[src/rtl/pipeline_width_reducer_if.sv]
// Ready/valid bundle between the pipeline FIFO output and the width reducer.
// output_last exists only when PIPELINE_WIDTH_REDUCER_LAST_EN is defined.
interface pipeline_width_reducer_if #(
    parameter int WORD_WIDTH_OUT = 8,
    parameter int RATIO          = 4
);
    localparam int WORD_WIDTH_IN = WORD_WIDTH_OUT * RATIO;

    logic                      input_valid;
    logic                      input_ready;
    logic [WORD_WIDTH_IN-1:0]  input_data;
    logic                      output_valid;
    logic                      output_ready;
    logic [WORD_WIDTH_OUT-1:0] output_data;
`ifdef PIPELINE_WIDTH_REDUCER_LAST_EN
    logic                      output_last;
`endif

    // The reducer itself: consumes wide words, produces narrow slices.
    modport slave (
        input  input_valid,
        output input_ready,
        input  input_data,
        output output_valid,
        input  output_ready,
        output output_data
`ifdef PIPELINE_WIDTH_REDUCER_LAST_EN
        ,
        output output_last
`endif
    );

    modport master (
        output input_valid,
        input  input_ready,
        output input_data,
        input  output_valid,
        output output_ready,
        input  output_data
`ifdef PIPELINE_WIDTH_REDUCER_LAST_EN
        ,
        input  output_last
`endif
    );
endinterface

[src/rtl/pipeline_width_reducer.sv]
// Splits each wide input word into RATIO narrow slices, slice 0 first, one per cycle.
// Optional output_last port is enabled by defining PIPELINE_WIDTH_REDUCER_LAST_EN.
module pipeline_width_reducer #(
    parameter int WORD_WIDTH_OUT = 8,   // >= 1
    parameter int RATIO          = 4    // >= 2, any integer
) (
    input  logic                    clock,
    input  logic                    clear,
    pipeline_width_reducer_if.slave bus
);
    localparam int WORD_WIDTH_IN = WORD_WIDTH_OUT * RATIO;
    localparam int COUNT_WIDTH   = (RATIO > 2) ? $clog2(RATIO) : 1;
    localparam logic [COUNT_WIDTH-1:0] LAST_COUNT = COUNT_WIDTH'(RATIO - 1);

    logic [WORD_WIDTH_IN-1:0] r_staging;
    logic                     r_staging_valid;
    logic [WORD_WIDTH_IN-1:0] r_shift;
    logic                     r_shift_valid;
    logic [COUNT_WIDTH-1:0]   r_count;

    logic w_in_fire;
    logic w_out_fire;
    logic w_last_slice;
    logic w_load;

    assign w_in_fire    = bus.input_valid & ~r_staging_valid;
    assign w_out_fire   = r_shift_valid & bus.output_ready;
    assign w_last_slice = (r_count == LAST_COUNT);
    // Refill the shift register when it is empty or its last slice leaves this cycle.
    assign w_load       = r_staging_valid & (~r_shift_valid | (w_out_fire & w_last_slice));

    // NOTE: sequential state uses non-blocking assignments so every register samples
    // pre-edge values; blocking here would make update order change the logic.
    always_ff @(posedge clock) begin
        if (clear) begin
            r_staging_valid <= 1'b0;
            r_shift_valid   <= 1'b0;
            r_shift         <= '0;
            r_count         <= '0;
        end else begin
            if (w_in_fire) begin
                r_staging_valid <= 1'b1;
            end else if (w_load) begin
                r_staging_valid <= 1'b0;
            end

            if (w_load) begin
                r_shift       <= r_staging;
                r_shift_valid <= 1'b1;
                r_count       <= '0;
            end else if (w_out_fire) begin
                if (w_last_slice) begin
                    r_shift_valid <= 1'b0;
                    r_count       <= '0;
                end else begin
                    r_shift <= r_shift >> WORD_WIDTH_OUT;
                    r_count <= r_count + 1'b1;
                end
            end
        end
    end

    // NOTE: the staging data register has no reset; r_staging_valid alone qualifies it.
    always_ff @(posedge clock) begin
        if (w_in_fire) begin
            r_staging <= bus.input_data;
        end
    end

    assign bus.input_ready  = ~r_staging_valid;
    assign bus.output_valid = r_shift_valid;
    assign bus.output_data  = r_shift[WORD_WIDTH_OUT-1:0];

`ifdef PIPELINE_WIDTH_REDUCER_LAST_EN
    assign bus.output_last  = r_shift_valid & w_last_slice;
`endif

endmodule

[src/flat_wrapper.sv]
// flat-port wrapper written by rule: the top's interface ports become plain ports
module pipeline_width_reducer_flat 
#(
    parameter int WORD_WIDTH_OUT = 8,          
    parameter int RATIO          = 4                        
)
  (clock, clear, bus_input_valid, bus_input_ready, bus_input_data, bus_output_valid, bus_output_ready, bus_output_data);
  pipeline_width_reducer_if #(.WORD_WIDTH_OUT(WORD_WIDTH_OUT), .RATIO(RATIO)) bus_i ();
  input  logic clock;
  input  logic clear;
  input wire logic [$bits(bus_i.input_valid)-1:0] bus_input_valid;
  output wire logic [$bits(bus_i.input_ready)-1:0] bus_input_ready;
  input wire logic [$bits(bus_i.input_data)-1:0] bus_input_data;
  output wire logic [$bits(bus_i.output_valid)-1:0] bus_output_valid;
  input wire logic [$bits(bus_i.output_ready)-1:0] bus_output_ready;
  output wire logic [$bits(bus_i.output_data)-1:0] bus_output_data;
  assign bus_i.input_valid = bus_input_valid;
  assign bus_input_ready = bus_i.input_ready;
  assign bus_i.input_data = bus_input_data;
  assign bus_output_valid = bus_i.output_valid;
  assign bus_i.output_ready = bus_output_ready;
  assign bus_output_data = bus_i.output_data;
  pipeline_width_reducer #(.WORD_WIDTH_OUT(WORD_WIDTH_OUT), .RATIO(RATIO)) u_core (.clock(clock), .clear(clear), .bus(bus_i));
endmodule
[config.mk]
export PLATFORM = sky130hd
export DESIGN_NAME = pipeline_width_reducer_flat
export DESIGN_NICKNAME = d
export VERILOG_FILES = /design/src/rtl/pipeline_width_reducer_if.sv /design/src/rtl/pipeline_width_reducer.sv /design/src/flat_wrapper.sv
export SDC_FILE = /design/constraint.sdc
export NUM_CORES = 1
export LEC_CHECK = 0
export ABC_AREA = 1
export BUFFER_PORTS_ARGS = -buffer_cell sky130_fd_sc_hd__buf_2
export CORE_UTILIZATION = 35
export CTS_BUF_LIST = sky130_fd_sc_hd__clkbuf_8
export CTS_CLUSTER_SIZE = 12
export DETAILED_ROUTE_END_ITERATION = 10
export PLACE_DENSITY_LB_ADDON = 0.05
export SETUP_SLACK_MARGIN = 0.2
export SLEW_MARGIN = 30
export SYNTH_ARGS = -nofsm -noshare
export SYNTH_HDL_FRONTEND = slang
export SYNTH_SLANG_ARGS = --single-unit
[constraint.sdc]
create_clock -name clock -period 3 [get_ports clock]
set_clock_uncertainty 0.15 [all_clocks]
set_input_delay 0.3 -clock clock [delete_from_list [all_inputs] [get_ports clock]]
set_output_delay 0.3 -clock clock [all_outputs]
set_load 0.005 [all_outputs]
==> metrics.sh, run 1 <==
CRIT_PATH_MAX_INCR_DELAY_PS=400
MAX_SLEW.WORST_PIN.SLEW_PS=693
WORST-PATH-STAGES=7
NETLIST_INSTANCES=311
FP_ROWS=32
SLEW_HEADROOM_PCT=53.7
VIAS=2148
LAYOUT.FILLER_CELLS=790
WORST_SKEW_PAIR.LATE_LATENCY_PS=330
TIMING.FINAL.CRIT_SHARE_PCT=70.3
INITIAL_ANTENNA_VIOLATION_COUNT=0
DRT_PASS1_ITERATIONS=6
LEAKAGE_POWER_nW=1.59
MIN_PATH_CELLS=3
BOUNDARYPINS=46
YS_TOP_CELLS_BY_AREA='sky130_fd_sc_hd__edfxtp_1, sky130_fd_sc_hd__dfxtp_1, sky130_fd_sc_hd__nand2_1, sky130_fd_sc_hd__nand3_1, sky130_fd_sc_hd__inv_1'
DRT-WIRELENGTH-PER-CELL_UM=11.5
CTS_BUFFERS=9
LAYOUT_COMMON_CELLS='sky130_fd_sc_hd__nand2_1, sky130_fd_sc_hd__inv_1, sky130_fd_sc_hd__nand3_1, sky130_fd_sc_hd__buf_2'
CLK_PIN_SLEW_WORST_PATHS_PS=70
YOSYSWARNINGS=0
SLOWEST_STAGE_CELL_ON_THE_CRITICAL_PATH='sky130_fd_sc_hd__nand2_2'
FINALSETUPVIOLCOUNT=0
GRT_PASS1_WL_UM=9580
CRITICAL_PATH.CELL_CHAIN='ha_1 -> nand2_1 -> nand2_2 -> nand2_4 -> inv_1 -> nand2_1 -> a21oi_1'
BUFFER_PORTS.INSERTED=45
WIRELENGTH_UM=5550
HTREE_NUM_LEVELS=3
TIMING.HOLD.WORST.CLASS='in2reg'
DIE_WIDTH_UM=91.7
CP_COMMON_CELL='sky130_fd_sc_hd__nand2_1'
POST_SYNTH_INSTANCE_AREA_UM2=2810
DRC_ERRORS=0
ROUTEDLENGTHMET1_UM=2550
POST-SYNTH-TOP-AREA-FRACTION_PCT=34.1
TIMING.CRITICAL_PATH.MAX_DELAY_FAMILY='simple AND/OR/NAND/NOR gates'
TIMING_MAX_TRANSITION_VIOLATIONS_FINAL=0
AREA_GROWTH_PCT=27.6
WORST_IR_DROP_VDD_V=0.000271
GRT_START_MAX_NET_PINS=35
ACHIEVABLE-FREQUENCY_MHz=474
POST_LAYOUT_MINIMUM_CYCLE_TIME_PS=2110
GRT_UTIL_ALL_LAYERS_PCT=14.8
NNETSFINAL=415
ROUTE.DETAILED.VIAS_PER_INST=4.43
N_ANTENNA_CELL=0
R2R-START='u_core.r_count[0]$_SDFFE_PP0P_'
CP_DATA_ARRIVAL_TIME_PS=2220
FLOORPLAN.INITIALDENSITY_PCT=36.2
TIMING.SETUP.TNS_PS=0
FINAL_CORE_UTILIZATION_PCT=46.2
DRIVE_ABOVE_1_SHARE_PCT=18.3
MAX_CAP_VIOLATIONS=0
DRT_FIRST_ITER_VIOLATIONS=89
FLOORPLAN.DIE.HEIGHT_UM=91.7
SYNTH_SEQUENTIAL_AREA_RATIO_PCT=59.8
SYN-MEAN-INSTANCE-AREA_UM2=9.05
CTS_REPAIR_RESIZE_COUNT=0
DP_HPWL_UM=3280
WORSTSETUPSTARTPOINTTYPE='flop'
TRITONCTS_CLOCK_TREE='yes'
GPL_CONGESTION=0.713
PLACE_AREA_UM2=3030
TIMING.SETUP.CRITICAL_PATH_CLASS='reg2reg'
FINALINSTANCEAREA_UM2=3590
HOLD_VIOL_FINAL=0
VIAS_IN_THE_FIRST_GLOBAL_ROUTE=2092
CRITPATHMAXFANOUT=26
GRT-OVFL-TOTAL=0
SYN_NETS=348
CLOCK_TREE.BUFFER_DEPTH=2
CTS.ROOT.BUFFER_CELL='sky130_fd_sc_hd__clkbuf_8'
RUN_STATUS='finished, final reports clean'
CRIT_BUF_INV=1
RR_WORST_DEPTH=7
SETUP_WS_PS=891
POSTSYNTHREGISTERBITS=68
SYNTH_CELL_TYPES=18
ANT_NETS=0
DETAILED_ROUTE_WIRELENGTH_ON_METAL3_UM=211
LAYOUT.CELLS.MOST_COMMON='sky130_fd_sc_hd__nand2_1'
CP-END-KIND='flop'
WORST_HOLD_STARTPOINT='bus_input_valid'
ROUTED.TOP_LAYER='met4'
DETAILEDPLACE.WORSTSLACK_PS=895
STARTPOINT='u_core.r_count[0]$_SDFFE_PP0P_'
DR_WL_MET2_UM=2710
TOTAL_POWER_mW=2.30
RSZ0062_AT_GRT='no'
CRIT_REQUIRED_PS=3110
SYNTH_LARGEST_AREA_CELL='sky130_fd_sc_hd__edfxtp_1'
CORE_AREA_UM2=7770
POWER-PER-CELL-AREA_nW_PER_UM2=640
DIEAREA_UM2=8400
NUMCLOCKSINKS=68
==> sequential cells by signal, indices dropped and copies added, names as in the netlist <==
| register | count |
|---|---|
| u_core.r_shift | 32 |
| u_core.r_staging | 32 |
| u_core.r_staging_valid | 1 |
| u_core.bus.output_valid | 1 |
| u_core.r_count | 2 |
==> cells by family after synthesis <==
family          synth area share, %
compound gates                 6.98
flops                          59.8
simple gates                   19.7
fa+ha+maj                     0.445
buf+inv                        13.1
==> metal layers <==
layer / up-vias / track usage (%)
met5: - / 0
met3: 8 / 5.06
met1: 973 / 17.3
li1: 1120 / -
met2: 47 / 25.1
met4: 0 / 5.56
==> Yosys cell counts, drive strengths merged <==
cell type  count
nand2         73
inv           55
nand3         49
a21oi         37
dfxtp         36
edfxtp        32
buf           20
clkbuf         4
nor2           3
ha             1
nor3           1
==> worst reg2reg max path, cell delays in order, from the launching register on <==
cell and delay (ps):
sky130_fd_sc_hd__dfxtp_1 370, sky130_fd_sc_hd__ha_1 200, sky130_fd_sc_hd__nand2_1 70, sky130_fd_sc_hd__nand2_2 400, sky130_fd_sc_hd__nand2_4 300, sky130_fd_sc_hd__inv_1 310, sky130_fd_sc_hd__nand2_1 100, sky130_fd_sc_hd__a21oi_1 140
==> power breakdown <==
group | total (mW) | switching (mW) | internal [mW]
Clock | 0.899 | 0.348 | 0.551
Sequential | 1.09 | 0.0339 | 1.06
Combinational | 0.308 | 0.180 | 0.128
Total | 2.30 | 0.562 | 1.73
==> path summary, 6_finish.rpt <==
kind | slack (ps) | to
max | 890 | u_core.r_shift[26]$_SDFFE_PP0P_
min | 100 | u_core.r_staging_valid$_SDFFE_PP0P_
max reg2reg | 890 | u_core.r_shift[26]$_SDFFE_PP0P_
min reg2reg | 320 | u_core.r_shift[31]$_SDFFE_PP0P_
==> final cells by class <==
| type | instances | area [um^2] | share of cell area (%) |
|---|---|---|---|
| flip-flops and latches | 68 | 1680 | 46.8 |
| multi-input cells | 164 | 767 | 21.4 |
| repair buffers | 80 | 568 | 15.8 |
| inverters | 55 | 206 | 5.75 |
| well taps | 102 | 128 | 3.55 |
| clock buffers | 9 | 124 | 3.45 |
| clock inverters | 7 | 116 | 3.24 |
==> per-stage QoR <==
| step | hold slack, ps | instances |
|---|---|---|
| 2_1_floorplan | 249 | 311 |
| 3_3_place_gp | 305 | 437 |
| 3_5_place_dp | 308 | 437 |
| 4_1_cts | 82.5 | 485 |
| 5_1_grt | 80.0 | 485 |
| 6_report | 96.0 | 485 |
==> what timing repair did <==
action	in CTS	in global routing
hold buffers	32	0
setup buffers	0	0
endpoints found under the setup margin	0	0
endpoints found under the hold margin	32	0
(Power assumes the default switching activity.)
==> run 2: changes to the inputs <==
clock period = 2.2 ns   (was 3 ns; I/O delays follow)
==> run 2 against run 1 <==
Maximum frequency up 27%. Sequential power grew 37%. Global-route usage up 0.24 points. Highest routed layer unchanged.
==> metrics.sh, run 2 (synthesized netlist as in run 1, its figures left out) <==
CP_COMMON_CELL='sky130_fd_sc_hd__nand2_1'  # unchanged
FLOORPLAN.DIE.HEIGHT_UM=91.7  # unchanged
ANT_NETS=0  # unchanged
POST-CTS-SETUP-BUFFERS=0  # unchanged
ACHIEVABLE-FREQUENCY_MHz=603  # was 474 MHz
DRT_FIRST_ITER_VIOLATIONS=51  # was 89
DETAILED_ROUTE_WIRELENGTH_ON_METAL3_UM=225  # was 211 um
STDCELL_COUNT=488  # was 485
WORSTSETUPSTARTPOINTTYPE='flop'  # unchanged
MAX_SLEW.WORST_PIN.SLEW_PS=907  # was 693 ps
CORE_AREA_UM2=7770  # unchanged
DR_WL_MET2_UM=2580  # was 2710 um
INITIAL_ANTENNA_VIOLATION_COUNT=0  # unchanged
FINALSETUPVIOLCOUNT=0  # unchanged
DIEAREA_UM2=8400  # unchanged
POWER-PER-CELL-AREA_nW_PER_UM2=844  # was 640 nW/um^2
LEAKAGE_POWER_nW=1.60  # was 1.59 nW
GRT_PASS1_WL_UM=9560  # was 9580 um
SLOWEST_STAGE_CELL_ON_THE_CRITICAL_PATH='sky130_fd_sc_hd__dfxtp_1'  # was sky130_fd_sc_hd__nand2_2
P_CLK_SHARE_PCT=36.8  # was 39.1%
DRT-WIRELENGTH-PER-CELL_UM=11.5  # about the same
ROUTE.DETAILED.VIAS_PER_INST=4.30  # was 4.43
VIAS_IN_THE_FIRST_GLOBAL_ROUTE=2067  # was 2092
R2R-START='u_core.r_count[0]$_SDFFE_PP0P_'  # unchanged
HTREE_NUM_LEVELS=3  # unchanged
DRC_ERRORS=0  # unchanged
WORST_SKEW_PAIR.LATE_LATENCY_PS=340  # was 330 ps
CRITPATHMAXFANOUT=32  # was 26
RSZ0062_AT_GRT='no'  # unchanged
SLEW_HEADROOM_PCT=39.4  # was 53.7%
GRT_UTIL_ALL_LAYERS_PCT=15.1  # was 14.8%
CP-END-KIND='flop'  # unchanged
CTS_BUFFERS=9  # unchanged
AREA_GROWTH_PCT=27.7  # was 27.6%
GRT-OVFL-TOTAL=0  # unchanged
LAYOUT.CELLS.MOST_COMMON='sky130_fd_sc_hd__nand2_1'  # unchanged
SWITCHING_POWER_mW=0.750  # was 0.562 mW
TRITONCTS_CLOCK_TREE='yes'  # unchanged
RUN_STATUS='finished, final reports clean'  # unchanged
ROUTED.TOP_LAYER='met4'  # unchanged
CLOCK_TREE.BUFFER_DEPTH=2  # unchanged
NNETSFINAL=418  # was 415
POST_LAYOUT_MINIMUM_CYCLE_TIME_PS=1660  # was 2110 ps
CRITICAL_PATH.CELL_CHAIN='ha_1 -> inv_1 -> nand2_1 -> nand2_1 -> nand2_2 -> buf_4 -> a21oi_1 -> nand2_1 -> inv_1'  # was ha_1 -> nand2_1 -> nand2_2 -> nand2_4 -> inv_1 -> nand2_1 -> a21oi_1
NUMCLOCKSINKS=68  # unchanged
REG_TOP3='u_core.r_shift x32, u_core.r_staging x32, u_core.r_count x2'  # unchanged
CP_DATA_ARRIVAL_TIME_PS=1750  # was 2220 ps
NUMBER_OF_CELLS_IN_THE_DESIGN_AFTER_PLACEMENT=440  # was 437
TIMING.FINAL.CRIT_SHARE_PCT=75.4  # was 70.3%
HOLD_VIOL_FINAL=0  # unchanged
MAX_CAP_VIOLATIONS=0  # unchanged
TIMING_MAX_TRANSITION_VIOLATIONS_FINAL=0  # unchanged
POWER.SEQUENTIAL.FRACTION_PCT=49.1  # was 47.5%
DP_HPWL_UM=3340  # was 3280 um
ROUTEDLENGTHMET1_UM=2730  # was 2550 um
WORST_IR_DROP_VDD_V=0.000472  # was 0.000271 V
CTS_REPAIR_RESIZE_COUNT=0  # unchanged
N_ANTENNA_CELL=0  # unchanged
WIRELENGTH_UM=5590  # was 5550 um
TIMING.SETUP.TNS_PS=0  # unchanged
FINALINSTANCEAREA_UM2=3590  # about the same
FP_ROWS=32  # unchanged
STARTPOINT='u_core.r_count[0]$_SDFFE_PP0P_'  # unchanged
PLACE_AREA_UM2=3060  # was 3030 um^2
COMBINATIONALPOWERSHARE_PCT=14.1  # was 13.4%
LAYOUT_COMMON_CELLS='sky130_fd_sc_hd__nand2_1, sky130_fd_sc_hd__inv_1, sky130_fd_sc_hd__nand3_1, sky130_fd_sc_hd__buf_2'  # unchanged
INTERNAL-POWER_mW=2.28  # was 1.73 mW
DRIVE_ABOVE_1_SHARE_PCT=18.9  # was 18.3%
CLK_PIN_SLEW_WORST_PATHS_PS=70  # about the same
BOUNDARYPINS=46  # unchanged
SWITCHING_SHARE_PCT=24.7  # was 24.5%
DIE_WIDTH_UM=91.7  # unchanged
VIAS=2099  # was 2148
TIMING.HOLD.WORST.CLASS='in2reg'  # unchanged
TIMING.SETUP.CRITICAL_PATH_CLASS='reg2reg'  # unchanged
CRIT_PATH_MAX_INCR_DELAY_PS=350  # was 400 ps
DRT_PASS1_ITERATIONS=4  # was 6
BUFFER_PORTS.INSERTED=45  # unchanged
CRIT_REQUIRED_PS=2290  # was 3110 ps
TOTAL_POWER_mW=3.03  # was 2.30 mW
GPL_CONGESTION=0.757  # was 0.713
GRT_START_MAX_NET_PINS=33  # was 35
CTS.ROOT.BUFFER_CELL='sky130_fd_sc_hd__clkbuf_8'  # unchanged
WORST_HOLD_STARTPOINT='bus_output_ready'  # was bus_input_valid
FLOORPLAN.INITIALDENSITY_PCT=36.2  # unchanged
## run 2: changes by cell type in the layout (fill, tap and decap cells not counted), sizes merged
cell | before | now
clkbuf | 9 | 10
buf | 48 | 51
bufinv | 3 | 2
## run 2: final timing paths
| kind | slack (ps) | endpoint | cells after the start |
|---|---|---|---|
| min reg2reg | 310 | u_core.r_shift[29]$_SDFFE_PP0P_ | 2 |
| min | 50 | u_core.r_count[1]$_SDFFE_PP0P_ | 3 |
| max reg2reg | 540 | u_core.r_shift[16]$_SDFFE_PP0P_ | 9 |
| max | 540 | u_core.r_shift[16]$_SDFFE_PP0P_ | 9 |
## run 2: per-layer routing
| layer | track usage (%) | vias to the layer above |
|---|---|---|
| met3 | 5.47 | 7 |
| met4 | 5.56 | 0 |
| met5 | 0 | - |
| met2 | 24.5 | 37 |
| li1 | - | 1121 |
| met1 | 18.3 | 934 |
## run 2: repair_timing
| item | in CTS | in global routing |
|---|---|---|
| setup endpoints to repair | 0 | 0 |
| hold buffers | 32 | 0 |
| hold endpoints to repair | 32 | 0 |
## run 2: through the flow
stage	hold slack (ps)	utilization (%)	setup slack [ps]
finish	50.7	46.3	541
global route	51.8	46.3	351
CTS	31.0	46.3	522
detailed placement	248	39.4	530
global placement	246	39.4	524
floorplan	169	-	462
## run 2: final cells by class
cell class / instances / area (um^2)
fill: 791 / 4170
sequential: 68 / 1680
multi-input combinational: 164 / 772
timing repair buffer: 83 / 591
inverter: 55 / 206
clock buffer: 10 / 138
tap: 102 / 128
clock inverter: 6 / 78.8
## run 2: worst max-delay path: cells and delay by family, from the launching register on
| family | cells | cell delay (ps) |
|---|---|---|
| buf+inv | 3 | 420 |
| simple gates | 4 | 320 |
| compound gates | 1 | 110 |
| fa+ha+maj | 1 | 200 |
| flops | 1 | 350 |
## run 2: power by group through the flow
stage / registers, mW / clock network, mW / logic [mW]
2_1_floorplan: 1.50 / 0 / 0.315
3_5_place_dp: 1.52 / 0 / 0.394
4_1_cts: 1.49 / 1.16 / 0.437
6_report: 1.49 / 1.12 / 0.428
3_3_place_gp: 1.52 / 0 / 0.390
5_1_grt: 1.50 / 1.21 / 0.497
